File: src/rtl/mem_readback.sv
// Streams len words from a 1-cycle-latency memory read port onto a valid/ready
// output, holding at most two words between in-flight reads and a 2-entry FIFO.
module mem_readback #(
    parameter int WID_MEM   = 32,
    parameter int DEPTH_MEM = 512
) (
    input  logic               clk,
    input  logic               reset,
    input  logic               start,
    input  logic [31:0]        start_addr,
    input  logic [31:0]        len,
    output logic [31:0]        raddr,
    input  logic [WID_MEM-1:0] rdata,
    output logic [WID_MEM-1:0] out_data,
    output logic               out_valid,
    input  logic               out_ready,
    output logic               out_last,
    output logic               busy,
    output logic               done
);

    localparam logic [31:0] ADDR_MASK = 32'(DEPTH_MEM - 1);

    typedef enum logic [1:0] {
        IDLE  = 2'd0,
        RUN   = 2'd1,
        DRAIN = 2'd2
    } state_t;

    state_t              state_q, state_d;
    logic [31:0]         addr_q, addr_d;
    logic [31:0]         left_q, left_d;
    logic [31:0]         raddr_q, raddr_d;
    logic                infl_q, infl_d;
    logic                infl_last_q, infl_last_d;
    logic                done_q, done_d;

    logic [WID_MEM-1:0]  fdata_q [2];
    logic                flast_q [2];
    logic                wptr_q;
    logic                rptr_q;
    logic [1:0]          cnt_q;

    logic                push;
    logic                pop;
    logic                issue;
    logic [2:0]          occ;

    assign push      = infl_q;
    assign out_valid = (cnt_q != 2'd0);
    assign pop       = out_valid & out_ready;
    assign out_data  = fdata_q[rptr_q];
    assign out_last  = out_valid & flast_q[rptr_q];
    assign raddr     = raddr_q;
    assign busy      = (state_q != IDLE);
    assign done      = done_q;

    // Occupancy counted after this cycle's transfer, so a steady stream keeps 1 word/clk.
    assign occ   = {1'b0, cnt_q} + {2'b00, infl_q} - {2'b00, pop};
    assign issue = (state_q == RUN) && (occ < 3'd2);

    always_comb begin
        state_d     = state_q;
        addr_d      = addr_q;
        left_d      = left_q;
        raddr_d     = raddr_q;
        done_d      = 1'b0;
        infl_d      = issue;
        infl_last_d = issue && (left_q == 32'd1);

        case (state_q)
            IDLE: begin
                if (start) begin
                    addr_d = start_addr & ADDR_MASK;
                    left_d = len;
                    if (len == 32'd0) begin
                        done_d = 1'b1;
                    end else begin
                        state_d = RUN;
                    end
                end
            end
            RUN: begin
                if (issue) begin
                    raddr_d = addr_q;
                    addr_d  = (addr_q + 32'd1) & ADDR_MASK;
                    left_d  = left_q - 32'd1;
                    if (left_q == 32'd1) begin
                        state_d = DRAIN;
                    end
                end
            end
            DRAIN: begin
                if (pop && flast_q[rptr_q]) begin
                    state_d = IDLE;
                    done_d  = 1'b1;
                end
            end
            default: begin
                state_d = IDLE;
            end
        endcase
    end

    always_ff @(posedge clk or negedge reset) begin
        if (!reset) begin
            state_q     <= IDLE;
            addr_q      <= 32'd0;
            left_q      <= 32'd0;
            raddr_q     <= 32'd0;
            infl_q      <= 1'b0;
            infl_last_q <= 1'b0;
            done_q      <= 1'b0;
        end else begin
            state_q     <= state_d;
            addr_q      <= addr_d;
            left_q      <= left_d;
            raddr_q     <= raddr_d;
            infl_q      <= infl_d;
            infl_last_q <= infl_last_d;
            done_q      <= done_d;
        end
    end

    // Capture stage: the word addressed last cycle lands in the output FIFO.
    always_ff @(posedge clk or negedge reset) begin
        if (!reset) begin
            for (int i = 0; i < 2; i++) begin
                fdata_q[i] <= '0;
                flast_q[i] <= 1'b0;
            end
            wptr_q <= 1'b0;
            rptr_q <= 1'b0;
            cnt_q  <= 2'd0;
        end else begin
            if (push) begin
                fdata_q[wptr_q] <= rdata;
                flast_q[wptr_q] <= infl_last_q;
                wptr_q          <= ~wptr_q;
            end
            if (pop) begin
                rptr_q <= ~rptr_q;
            end
            case ({push, pop})
                2'b10:   cnt_q <= cnt_q + 2'd1;
                2'b01:   cnt_q <= cnt_q - 2'd1;
                default: cnt_q <= cnt_q;
            endcase
        end
    end

endmodule

File: config.mk
export PLATFORM = sky130hd
export DESIGN_NAME = mem_readback
export DESIGN_NICKNAME = d
export VERILOG_FILES = /design/src/rtl/mem_readback.sv
export SDC_FILE = /design/constraint.sdc
export NUM_CORES = 1
export LEC_CHECK = 0
export ABC_AREA = 0
export ABC_CLOCK_PERIOD_IN_PS = 7300
export BUFFER_PORTS_ARGS = -buffer_cell sky130_fd_sc_hd__buf_2
export CELL_PAD_IN_SITES_DETAIL_PLACEMENT = 1
export CELL_PAD_IN_SITES_GLOBAL_PLACEMENT = 2
export CORE_MARGIN = 2
export CORE_UTILIZATION = 36
export CTS_CLUSTER_DIAMETER = 40
export DETAILED_ROUTE_END_ITERATION = 7
export PLACE_DENSITY = 0.89
export SLEW_MARGIN = 10
export SYNTH_ARGS = -nofsm -noshare
export SYNTH_HDL_FRONTEND = slang
export SYNTH_SLANG_ARGS = --single-unit
export TNS_END_PERCENT = 20
File: constraint.sdc
create_clock -name clk -period 7.3 [get_ports clk]
set_input_delay 0.73 -clock clk [delete_from_list [all_inputs] [get_ports clk]]
set_output_delay 0.73 -clock clk [all_outputs]
set_load 0.1 [all_outputs]
; ---- After elaboration in Yosys (flattened, before gate mapping)
; Index checks and enable logic that the tools add are counted.
[word_totals]
regBits = 171
input_bits = 100
wordCells = 82
[classes]
addsub = 6
order_cmp = 4
eq_ne = 10
mux = 29
bitwise = 6
reduce_logical = 13
[op_table]
columns = op, count
row1 = $mux 32, 8
row2 = $pmux 32 s2, 2
row3 = $bwmux 64, 1
row4 = $demux 32 s1, 1
row5 = $eq 32x1->1 const B, 1
row6 = $logic_not 32->1, 1
row7 = $sub 32x1->32 const B, 1
row8 = $mux 2, 5
row9 = $add 9x1->9 const B, 1
row10 = $ne 2x2->1 const B, 4
row11 = $reduce_bool 2->1, 4
row12 = $mux 1, 7
row13 = $pmux 2 s3, 1
row14 = $reduce_and 5->1, 1
row15 = $eq 2x1->1 const B, 2
row16 = $eq 2x2->1 const B, 2
row17 = $ge 2x2->1 const B, 2
row18 = $logic_and 1x1->1, 4
row19 = $not 1->2, 2
row20 = $pmux 2 s2, 1
row21 = $add 2x1->3, 1
row22 = $lt 3x2->1 const B, 1
row23 = $reduce_and 3->1, 1
row24 = $sub 3x1->3, 1
row25 = 11 further kinds, 13

; ---- Longest topological paths before layout
[logic_depth]
ltp_word = 7
ltp_mapped = 14
depth_no_buf = 11

; ---- Worst setup path before layout
; No wires, ideal clock.
[synth_path]
kind = input-to-reg
start = input port out_ready
end = register addr_q[3]
setup_time_ps = 136
arrival_time_ps = 2926
t_required_ps = 7164
path_slack_ps = 4238
stages = 14
cell_sequence = nand2b_1 nor2_1 o21ai_0 fa_1 xnor2_1 and2_1 clkbuf_1 nand2_1 inv_1 clkbuf_1 buf_2 nand2_1 mux2i_1 a21oi_1
[synth_via]
elab_chain_cells = 6
[synth_lines]
columns = item, line
row1 = "start, declared", 16  ; input logic out_ready,
row2 = $and 1x1->1, 51  ; assign pop = out_valid & out_ready;
row3 = $sub 3x1->3, 59  ; assign occ = {1'b0, cnt_q} + {2'b00, infl_q} - {2'b00, pop};
row4 = $lt 3x2->1, 60  ; assign issue = (state_q == RUN) && (occ < 3'd2);
row5 = $logic_and 1x1->1, 60
row6 = $ne 2x2->1 (no source line), n/a
row7 = $reduce_and 3->1 (no source line), n/a
row8 = "end signal, assigned", 116  ; addr_q <= addr_d;
row9 = "end, declared", 31  ; logic [31:0] addr_q, addr_d;
; Every way passes these cells.
; A chain may end at the register's enable or synchronous reset.

; ---- Worst setup path in the final report
[layout_path]
start = register cnt_q[1]
end = register left_q[31]
[layout_via]
elab_chain_cells = 7
word_cells_on_any_way = 8
cone_classes = add/sub (2) / order compare (1) / eq/ne (1) / bitwise (1) / reduce/logical (3)
[layout_lines]
columns = item, line
row1 = "start, declared", 42  ; logic [1:0] cnt_q;
row2 = "start signal, assigned", 145  ; 2'b10: cnt_q <= cnt_q + 2'd1;
row3 = "start signal, assigned", 146  ; 2'b01: cnt_q <= cnt_q - 2'd1;
row4 = "start signal, assigned", 147  ; default: cnt_q <= cnt_q;
row5 = "parallel branches: the longest is 2 deep, another holds $add 2x1->3", n/a
row6 = $sub 3x1->3 (*), 59
row7 = $lt 3x2->1 (*), 60
row8 = $logic_and 1x1->1 (*), 60
row9 = $ne 2x2->1 (no source line) (*), n/a
row10 = $reduce_and 3->1 (no source line) (*), n/a
row11 = "end signal, assigned", 117  ; left_q <= left_d;
row12 = "end, declared", 32  ; logic [31:0] left_q, left_d;
; Every way passes the cells marked *.

==> results.sh <==
export IMPL_outcome="finished clean"
export IMPL_clock_fmax_ghz=0.241
export IMPL_crit_fanout=29
export IMPL_syn_inst=607
export IMPL_die_h_um=138
export IMPL_fin_nets=823
export IMPL_grt_pass1_wl_mm=28.2
export IMPL_path_class="flip-flop to flip-flop"
export IMPL_synth_cell_type_count=54
export IMPL_clk_pin_slew_ns=0.06
export IMPL_antennaDiodeCount=0
export IMPL_final_cell_mix="125 x dfrtp_1, 120 x buf_2, 98 x mux2_2"
export IMPL_syn_area_mm2=0.00646
export IMPL_finalSetupTns_ns=0
export IMPL_yosys_area_share_xor_xnor=0.00543
export IMPL_muxShareOfSynthArea=0.199
export IMPL_hold_ws_ns=0.330
export IMPL_worstSetupEndpointType="flip-flop"
export IMPL_grt_max_degree=82
export IMPL_final_core_util=0.449
export IMPL_clock_latency_ns=0.42
export IMPL_synth_seq_cells=125
export IMPL_rsz0062_at_grt="no"
export IMPL_tritoncts="yes"
export IMPL_synth_seq_area_share=0.484
export IMPL_syn_avg_cell_area_um2=10.6
export IMPL_htreeDepth=4
export IMPL_synthTopCellsByArea="dfrtp_1 48%, mux2_2 17%, nand2_1 3.3%"
export IMPL_synth_compound_area_share=0.109
export IMPL_slew_headroom=0.286
export IMPL_grt_pass1_vias=5621
export IMPL_max_cap_viol_count=0
export IMPL_synth_top_family_by_area="multiplexers"
export IMPL_start_util=0.371
export IMPL_cts_buffer_depth=2
export IMPL_dp_hpwl_mm=12.2
export IMPL_gp_congestion=0.858
export IMPL_antenna_found_initial=0
export IMPL_fin_crit_sh=0.569
export IMPL_row_count=48
export IMPL_drc=0
export IMPL_arrival_ns=4.43
export IMPL_drv_slew=0
export IMPL_cts_resized=0
export IMPL_routed_wl_mm=17.5
export IMPL_drtIter0Drc=139
export IMPL_yosysTopAreaCellShare=0.484
export IMPL_synth_edff_count=0
export IMPL_finClkSkew_ns=0.00811
export IMPL_worst_pin_slew_ns=1.07
export IMPL_min_path_type="input port to asynchronous set/reset pin"
export IMPL_cts_sinks=125
export IMPL_dr_total_vias=5113
export IMPL_cts_buffers=17
export IMPL_reg2regPathDepth=11
export IMPL_syn_to_final_growth_pct=21.2
export IMPL_io_pins=168
export IMPL_numPortBuffers=121
export IMPL_die_area_mm2=0.0190
export IMPL_postCtsSetupRepairBufs=0
export IMPL_synthSimpleGateAreaFrac=0.140
export IMPL_die_x_um=138
export IMPL_synth_top_cell_by_area="dfrtp_1"
export IMPL_hold_buffers=0
export IMPL_synthAdderAreaFrac=0.00891
export IMPL_wl_per_cell_um=18.3
export IMPL_synth_top_flop_cell="dfrtp_1"
export IMPL_vias_per_cell=5.34
export IMPL_required_ns=7.58
export IMPL_gr_total_overflow=0
export IMPL_ys_warn_count=0
export IMPL_setup_viol=0
export IMPL_hold_viol_final=0
export IMPL_ant_nets=0
export IMPL_cp_start_kind="flip-flop"
export IMPL_drive_above_1_share=0.376
export IMPL_async_reset_ff_frac=1.00
export IMPL_min_period_ns=4.15
export IMPL_core_mm2=0.0174
export IMPL_grtUsageTotal=0.191
export IMPL_layout_commonest_cell="dfrtp_1"
export IMPL_cts_root_buf="clkbuf_16"
export IMPL_first_pass_iters=4
==> final cells by class <==
class | instances | area (um2)
Sequential cell | 125 | 3130
Timing Repair Buffer | 128 | 661
Fill cell | 1950 | 9590
Multi-Input combinational cell | 438 | 3080
Inverter | 9 | 33.8
Tap cell | 225 | 282
Clock buffer | 19 | 433
Clock inverter | 13 | 211
==> cells in the mapped netlist, drive strengths merged, types with 3 or more instances <==
cell type	count
dfrtp	125
mux2	98
nand2	56
a21oi	40
nor2	33
buf	30
clkbuf	27
o21ai	26
o22ai	23
nand3	20
mux2i	18
nor4	14
nor3	12
inv	9
nand4	7
or4	7
nor2b	5
or2	5
a31oi	4
nand2b	4
o21a	4
or3	4
and3	3
ha	3
nor3b	3
o32ai	3
xnor2	3
==> metrics by stage <==
step / setup WS, ns / instances / area [um2]
2_1_floorplan: 4.24 / 629 / 6540
3_3_place_gp: 2.97 / 925 / 7180
3_5_place_dp: 2.73 / 925 / 7180
4_1_cts: 3.10 / 957 / 7830
5_1_grt: 2.76 / 957 / 7830
6_report: 3.15 / 957 / 7830
==> per-layer routing <==
layer  global-route usage  vias up  wire length [um]
li1                     -     2376                 -
met2                0.345      142              8940
met3               0.0435       20               901
met5                    0        -                 0
met1                0.225     2575              7410
met4               0.0612        0               273
==> registers in the layout, indices dropped and copies added (netlist names) <==
name         cells
infl_last_q      1
cnt_q            2
raddr            9
fdata_q         64
rptr_q           1
addr_q           9
state_q          2
done             1
infl_q           1
wptr_q           1
left_q          32
flast_q          2
==> worst paths after layout <==
path                                 startpoint                 endpoint  slack [ns]
hold reg to reg            raddr[4]$_DFFE_PN0P_     raddr[4]$_DFFE_PN0P_        0.48
max in group asynchronous                 reset  fdata_q[42]$_DFFE_PN0P_        5.47
hold / removal                            reset  fdata_q[39]$_DFFE_PN0P_        0.33
setup reg to reg           cnt_q[1]$_DFFE_PN0P_   left_q[31]$_DFFE_PN0P_        3.15
setup / recovery           cnt_q[1]$_DFFE_PN0P_   left_q[31]$_DFFE_PN0P_        3.15
min in group clk           raddr[4]$_DFFE_PN0P_     raddr[4]$_DFFE_PN0P_        0.48
==> critical path, cell delays in order (launching register included) <==
cell	delay, ns
dfrtp_1	0.49
inv_1	0.10
nor2_1	0.25
o21ai_0	0.17
fa_1	0.40
xnor2_1	0.25
and2_1	0.35
nand2_1	0.34
inv_1	0.86
nand3_1	0.36
o32ai_2	0.37
a31oi_1	0.07
==> cell families (layout without fill, tap and decap cells) <==
family,after synthesis,after routing
adders and majority gates,4,4
muxes,116,116
and+or+nand+nor,176,176
xor gates and xnor gates,4,4
buffers and inverters,66,169
DFF,125,125
AOI/OAI and AO/OA,115,115
other,1,23
Power is not shown: default switching activity piles up to over one toggle a cycle in this logic, so the estimate is an artifact.
